$ cat config.mk
export PLATFORM = sky130hd
export DESIGN_NAME = barrel_arbiter_flat
export DESIGN_NICKNAME = d
export VERILOG_FILES = /design/src/rtl/barrel_arbiter_if.sv /design/src/rtl/barrel_arbiter.sv /design/src/flat_wrapper.sv
export SDC_FILE = /design/constraint.sdc
export NUM_CORES = 1
export LEC_CHECK = 0
export ABC_CLOCK_PERIOD_IN_PS = 2200
export BUFFER_PORTS_ARGS = -buffer_cell sky130_fd_sc_hd__buf_4
export CAP_MARGIN = 40
export CORE_AREA = 3 3 135 85
export DETAILED_ROUTE_END_ITERATION = 12
export DIE_AREA = 0 0 138 88
export PLACE_DENSITY = 0.85
export SLEW_MARGIN = 15
export SYNTH_ARGS = -nofsm -noshare
export SYNTH_HDL_FRONTEND = slang
export SYNTH_SLANG_ARGS = --single-unit
$ cat constraint.sdc
create_clock -name clk -period 2.2 [get_ports clk]
set_clock_uncertainty 0.15 [all_clocks]
set_input_delay 0.11 -clock clk [delete_from_list [all_inputs] [get_ports clk]]
set_output_delay 0.11 -clock clk [all_outputs]
set_load 0.01 [all_outputs]
$ cat src/rtl/barrel_arbiter_if.sv
// Requester, shifter and response bundle for barrel_arbiter.
// master = arbiter side, slave = requesters/shifter/consumer side.
interface barrel_arbiter_if #(
  parameter int NREQ = 4,
  parameter int IDW  = 2,
  parameter int DW   = 32,
  parameter int CW   = 8
);
  logic [NREQ-1:0]    req_valid;
  logic [NREQ-1:0]    req_ready;
  logic [NREQ*DW-1:0] req_a;
  logic [NREQ*CW-1:0] req_cmd;
  logic [DW-1:0]      sh_a;
  logic [CW-1:0]      sh_cmd;
  logic [DW-1:0]      sh_o;
  logic               rsp_valid;
  logic               rsp_ready;
  logic [DW-1:0]      rsp_data;
  logic [IDW-1:0]     rsp_id;

  modport master (
    input  req_valid, req_a, req_cmd, sh_o, rsp_ready,
    output req_ready, sh_a, sh_cmd, rsp_valid, rsp_data, rsp_id
  );

  modport slave (
    output req_valid, req_a, req_cmd, sh_o, rsp_ready,
    input  req_ready, sh_a, sh_cmd, rsp_valid, rsp_data, rsp_id
  );
endinterface

$ cat src/rtl/barrel_arbiter.sv
// Round-robin sharing of one external barrel shifter among NREQ requesters.
// Define BARREL_ARB_FIXED_PRIO_EN for fixed lowest-index-wins priority.
module barrel_arbiter #(
  parameter int NREQ = 4,
  parameter int IDW  = 2,
  parameter int DW   = 32,
  parameter int CW   = 8
) (
  input  logic clk,
  input  logic rst_n,
  barrel_arbiter_if.master bus,
  output logic busy
);

  typedef enum logic [1:0] {
    IDLE,
    EXEC,
    RESP
  } state_e;

  state_e         state_q, state_d;
  logic [IDW-1:0] last_q, last_d;
  logic [IDW-1:0] id_q, id_d;
  logic [DW-1:0]  a_q, a_d;
  logic [CW-1:0]  cmd_q, cmd_d;
  logic           rsp_valid_q, rsp_valid_d;
  logic [DW-1:0]  rsp_data_q, rsp_data_d;
  logic [IDW-1:0] rsp_id_q, rsp_id_d;

  logic [IDW-1:0] gnt;
  logic [IDW-1:0] cand;
  logic           found;
  logic           any_req;
  logic           accept;

`ifdef BARREL_ARB_FIXED_PRIO_EN
  always_comb begin
    gnt   = '0;
    cand  = '0;
    found = 1'b0;
    for (int i = NREQ - 1; i >= 0; i--) begin
      cand = IDW'(i);
      if (bus.req_valid[cand]) begin
        gnt   = cand;
        found = 1'b1;
      end
    end
  end
`else
  // Scan upward from the slot after the last winner, wrapping at NREQ.
  always_comb begin
    gnt   = '0;
    cand  = '0;
    found = 1'b0;
    for (int k = 1; k <= NREQ; k++) begin
      cand = IDW'((int'(last_q) + k) % NREQ);
      if (!found && bus.req_valid[cand]) begin
        gnt   = cand;
        found = 1'b1;
      end
    end
  end
`endif

  assign any_req = |bus.req_valid;
  assign accept  = any_req &&
                   ((state_q == IDLE) ||
                    (state_q == RESP && bus.rsp_ready));

  always_comb begin
    bus.req_ready = '0;
    if (accept) begin
      bus.req_ready[gnt] = 1'b1;
    end
  end

  always_comb begin
    state_d     = state_q;
    last_d      = last_q;
    id_d        = id_q;
    a_d         = a_q;
    cmd_d       = cmd_q;
    rsp_valid_d = rsp_valid_q;
    rsp_data_d  = rsp_data_q;
    rsp_id_d    = rsp_id_q;
    unique case (state_q)
      IDLE, RESP: begin
        if (state_q == RESP && bus.rsp_ready) begin
          rsp_valid_d = 1'b0;
          state_d     = IDLE;
        end
        if (accept) begin
          a_d     = bus.req_a[gnt*DW +: DW];
          cmd_d   = bus.req_cmd[gnt*CW +: CW];
          id_d    = gnt;
          last_d  = gnt;
          state_d = EXEC;
        end
      end
      EXEC: begin
        rsp_data_d  = bus.sh_o;
        rsp_id_d    = id_q;
        rsp_valid_d = 1'b1;
        state_d     = RESP;
      end
      default: state_d = IDLE;
    endcase
  end

  always_ff @(posedge clk or negedge rst_n) begin
    if (!rst_n) begin
      state_q     <= IDLE;
      last_q      <= IDW'(NREQ - 1);
      id_q        <= '0;
      a_q         <= '0;
      cmd_q       <= '0;
      rsp_valid_q <= 1'b0;
      rsp_data_q  <= '0;
      rsp_id_q    <= '0;
    end else begin
      state_q     <= state_d;
      last_q      <= last_d;
      id_q        <= id_d;
      a_q         <= a_d;
      cmd_q       <= cmd_d;
      rsp_valid_q <= rsp_valid_d;
      rsp_data_q  <= rsp_data_d;
      rsp_id_q    <= rsp_id_d;
    end
  end

  assign bus.sh_a      = a_q;
  assign bus.sh_cmd    = cmd_q;
  assign bus.rsp_valid = rsp_valid_q;
  assign bus.rsp_data  = rsp_data_q;
  assign bus.rsp_id    = rsp_id_q;
  assign busy          = (state_q != IDLE);

endmodule

$ cat src/flat_wrapper.sv
// flat-port wrapper written by rule: the top's interface ports become plain ports
module barrel_arbiter_flat 
#(
  parameter int NREQ = 4,
  parameter int IDW  = 2,
  parameter int DW   = 32,
  parameter int CW   = 8
)
  (clk, rst_n, busy, bus_req_valid, bus_req_a, bus_req_cmd, bus_sh_o, bus_rsp_ready, bus_req_ready, bus_sh_a, bus_sh_cmd, bus_rsp_valid, bus_rsp_data, bus_rsp_id);
  barrel_arbiter_if #(.NREQ(NREQ), .IDW(IDW), .DW(DW), .CW(CW)) bus_i ();
  input  logic clk;
  input  logic rst_n;
  output logic busy;
  input wire logic [$bits(bus_i.req_valid)-1:0] bus_req_valid;
  input wire logic [$bits(bus_i.req_a)-1:0] bus_req_a;
  input wire logic [$bits(bus_i.req_cmd)-1:0] bus_req_cmd;
  input wire logic [$bits(bus_i.sh_o)-1:0] bus_sh_o;
  input wire logic [$bits(bus_i.rsp_ready)-1:0] bus_rsp_ready;
  output wire logic [$bits(bus_i.req_ready)-1:0] bus_req_ready;
  output wire logic [$bits(bus_i.sh_a)-1:0] bus_sh_a;
  output wire logic [$bits(bus_i.sh_cmd)-1:0] bus_sh_cmd;
  output wire logic [$bits(bus_i.rsp_valid)-1:0] bus_rsp_valid;
  output wire logic [$bits(bus_i.rsp_data)-1:0] bus_rsp_data;
  output wire logic [$bits(bus_i.rsp_id)-1:0] bus_rsp_id;
  assign bus_i.req_valid = bus_req_valid;
  assign bus_i.req_a = bus_req_a;
  assign bus_i.req_cmd = bus_req_cmd;
  assign bus_i.sh_o = bus_sh_o;
  assign bus_i.rsp_ready = bus_rsp_ready;
  assign bus_req_ready = bus_i.req_ready;
  assign bus_sh_a = bus_i.sh_a;
  assign bus_sh_cmd = bus_i.sh_cmd;
  assign bus_rsp_valid = bus_i.rsp_valid;
  assign bus_rsp_data = bus_i.rsp_data;
  assign bus_rsp_id = bus_i.rsp_id;
  barrel_arbiter #(.NREQ(NREQ), .IDW(IDW), .DW(DW), .CW(CW)) u_core (.clk(clk), .rst_n(rst_n), .bus(bus_i), .busy(busy));
endmodule
==> results.md <==
- Critical Path End Type: output pin
- Area share of the leading cell type in the synthesized netlist: 0.450
- Buffer levels on the longest clock path: 2
- Normalized max-slew margin: 0.555
- Required time of the worst setup path: 1940 ps
- Cell type with the largest total area after synthesis: sky130_fd_sc_hd__dfrtp_1
- Main flop type after synthesis: sky130_fd_sc_hd__dfrtp_1
- Cells taking the most area after synthesis: sky130_fd_sc_hd__dfrtp_1 45%, sky130_fd_sc_hd__a221o_1 9.1%, sky130_fd_sc_hd__mux2_2 8.7%
- Async SR Flop Fraction: 1.00
- Net count, final: 1002
- Average vias per placed instance: 5.86
- Post-synthesis cell type count: 37
- Fmax achieved: 0.440 GHz
- Period utilisation layout: 1.03
- List of cells traversed by the critical path: buf_12, nand2_2, a31oi_4, buf_6, nand2_1, nor3_2, buf_4
- Finished Layout Cells: 947
- Pre-antenna DRT Iters: 5
- I/O pin total: 279
- Footprint of the multi-input gates: 0.00217 mm2
- Post-synth EDFFs: 0
- Overall die height: 88 um
- Number of clock buffers inserted by TritonCTS: 9
- Count of maximum capacitance violations: 0
- Number of antenna violations at the first check in global routing: 0
- Overall die width: 138 um
- Top-count cell post-synth: sky130_fd_sc_hd__dfrtp_1
- Class of the most critical hold timing path: in2reg
- Proportion of synthesized chip area in sequential cells: 0.462
- Launch point of the worst path: u_core.last_q[1]$_DFFE_PN1P_
- Run status: finished, violations left
- Most used standard cells in the synthesized netlist: 79 x sky130_fd_sc_hd__dfrtp_1, 46 x sky130_fd_sc_hd__a21oi_1, 43 x sky130_fd_sc_hd__o21ai_0
- Final setup slack of the worst path: -71.2 ps
- Pin count of the biggest net entering global routing: 48
- Global-route usage over all layers: 0.323
- Detail-routed net length per standard cell: 22.2 um
- Sequential cell area: 0.00203 mm2
- Violations in the final reports: negative setup slack
- Number of global-route vias before repair: 5653
- Critical Setup Path Class: reg2out
- Netlist area before placement: 0.00440 mm2
- Pwr dens: 1270 mW/mm2
- Kind of cell adding the most delay to the critical path: flip-flops
- CTS H-tree depth: 3
- Port bufs: 278
- Post-DRT Antenna Nets: 0
- Aggregate routed wire length: 21000 um
- Worst-Skew Late Latency: 340 ps
- Clock transition at the registers of the reported paths: 70 ps
- CTS Root Cell: sky130_fd_sc_hd__clkbuf_16
- Fraction of final layout cells with drive strength greater than 1: 0.475
- Drt initial violations: 564
- Number of placement rows: 29
- Mean instance size in the synthesized netlist: 10.5 um2
- Post-placement cell count: 813
- Overflow left after global routing: 0
- CTS tree: yes
- Unrepaired setup endpoints after global routing: true
- Number of buffer and inverter instances along the worst setup path: 3
- Peak supply drop: 0.812 mV
- Transition time at the pin with the least slew margin: 665 ps
- Reg-to-reg slack, setup: 50 ps
- Worst slack, placed: 34.5 ps
- First-pass GRT wire length: 30800 um
- #FFs+latches synth: 81
- Area delta synth->final: 86.8%
- Critical path arrival: 2010 ps
- Number of clock sinks: 81
- Worst setup SP type: register
- Final max-slew violation count: 0
- Detailed-route via count: 5548
- Fillers: 612
- Synth Net Count: 617
- Floorplan die area: 0.0121 mm2
- CP max FO: 15
- Minimum period implied by the final worst setup slack: 2270 ps
- Setup-failing EPs final: 1
- DP Wirelength: 12700 um
- Standard cell core area: 0.0104 mm2
- Ys Warns: 0
- Critical Path Max Stage Delay: 550 ps
- Worst Min Path Start: bus_req_a[86]
- Ant diodes: 0
- Source of the worst register-to-register timing path: u_core.last_q[1]$_DFFE_PN1P_
- Cell with the biggest individual delay on the critical path: sky130_fd_sc_hd__dfstp_2
- DRC violation count after routing: 0
- Cell leakage power: 3.76 nW
- Final hold viol count: 0
- Effective utilization at floorplan: 0.424
- Final weighted congestion in routability-driven placement: 0.815
- Post-Synthesis Cells: 418
## through the flow
stage	power, mW	hold WS (ps)	area, um2	util	TNS (ps)
2_1_floorplan	5.84	-336	4400	-	0
3_3_place_gp	8.05	-68.7	6670	0.643	-139
3_5_place_dp	8.34	-53.8	6700	0.646	0
4_1_cts	10.1	2.98	8130	0.784	-3.87
5_1_grt	10.9	11.6	8210	0.791	-123
6_report	10.4	10.3	8210	0.791	-71.2
## logic make-up (layout without fill, tap and decap cells)
| group | count (synthesis) | after routing | synth area share |
|---|---|---|---|
| DFF | 81 | 81 | 0.462 |
| muxes | 35 | 35 | 0.0894 |
| buffers and inverters | 50 | 439 | 0.0672 |
| and+or+nand+nor | 67 | 67 | 0.0757 |
| AOI/OAI and AO/OA | 185 | 186 | 0.306 |
## power breakdown
part	internal, mW	switching, mW	total, mW
clock	0.808	0.660	1.47
combinational	3.14	3.03	6.17
sequential	2.30	0.510	2.81
total	6.24	4.20	10.4
## layout make-up
cell class / instances / area share
Clock buffer: 10 / 0.0291
Clock inverter: 6 / 0.00609
Inverter: 4 / 0.00244
Multi-Input combinational cell: 288 / 0.264
Sequential cell: 81 / 0.247
Tap cell: 139 / 0.0212
Timing Repair Buffer: 419 / 0.430
## routing by layer
layer | GRT usage | share of wire | wire [um] | up-vias
li1 | - | - | - | 2396
met1 | 0.394 | 0.38 | 7910 | 2644
met2 | 0.565 | 0.49 | 10400 | 431
met3 | 0.0758 | 0.090 | 1900 | 77
met4 | 0.131 | 0.040 | 837 | 0
met5 | 0 | 0 | 0 | -
## sequential cells by signal, indices dropped and copies added (netlist names)
register,flops
u_core.bus.rsp_id,2
u_core.id_q,2
u_core.state_q,2
u_core.bus.rsp_data,32
u_core.bus.rsp_valid,1
u_core.bus.sh_a,32
u_core.bus.sh_cmd,8
u_core.last_q,2
## tightest hold or removal path, delay by kind of cell
kind | cells | cell delay (ps)
AO/OA/AOI/OAI | 2 | 280
buffers and inverters | 1 | 80
## cells in the final DEF (no fill, tap or decap), types with 6 or more instances in the layout
cell type                       count
sky130_fd_sc_hd__o21ai_0           43
sky130_fd_sc_hd__a21oi_1           46
sky130_fd_sc_hd__buf_4            301
sky130_fd_sc_hd__o22a_1            40
sky130_fd_sc_hd__nand2_1            6
sky130_fd_sc_hd__nand3_1           40
sky130_fd_sc_hd__buf_12             7
sky130_fd_sc_hd__a221o_1           40
sky130_fd_sc_hd__dlygate4sd3_1    107
sky130_fd_sc_hd__mux2_2            34
sky130_fd_sc_hd__clkbuf_16          9
sky130_fd_sc_hd__nor2_1             7
sky130_fd_sc_hd__dfrtp_1           79
## worst paths after layout
kind	to	cells after the start
max in group asynchronous	u_core.last_q[0]$_DFFE_PN1P_	3
hold / removal	u_core.bus.sh_a[22]$_DFFE_PN0P_	3
setup reg to reg	u_core.bus.sh_a[24]$_DFFE_PN0P_	7
min in group asynchronous	u_core.bus.rsp_data[24]$_DFFE_PN0P_	2
hold reg to reg	u_core.bus.sh_a[21]$_DFFE_PN0P_	1
setup / recovery	bus_req_ready[3]	7
## timing repair
action / 4_1_cts / 5_1_grt
buffers inserted: 3 / 7
endpoints found under the setup margin: 2 / 8
hold buffers: 107 / 0
pin swaps: 2 / 3
endpoints found under the hold margin: 104 / 0
resized for setup: 7 / 7
cloned: 1 / 0
(Power assumes the default switching activity.)
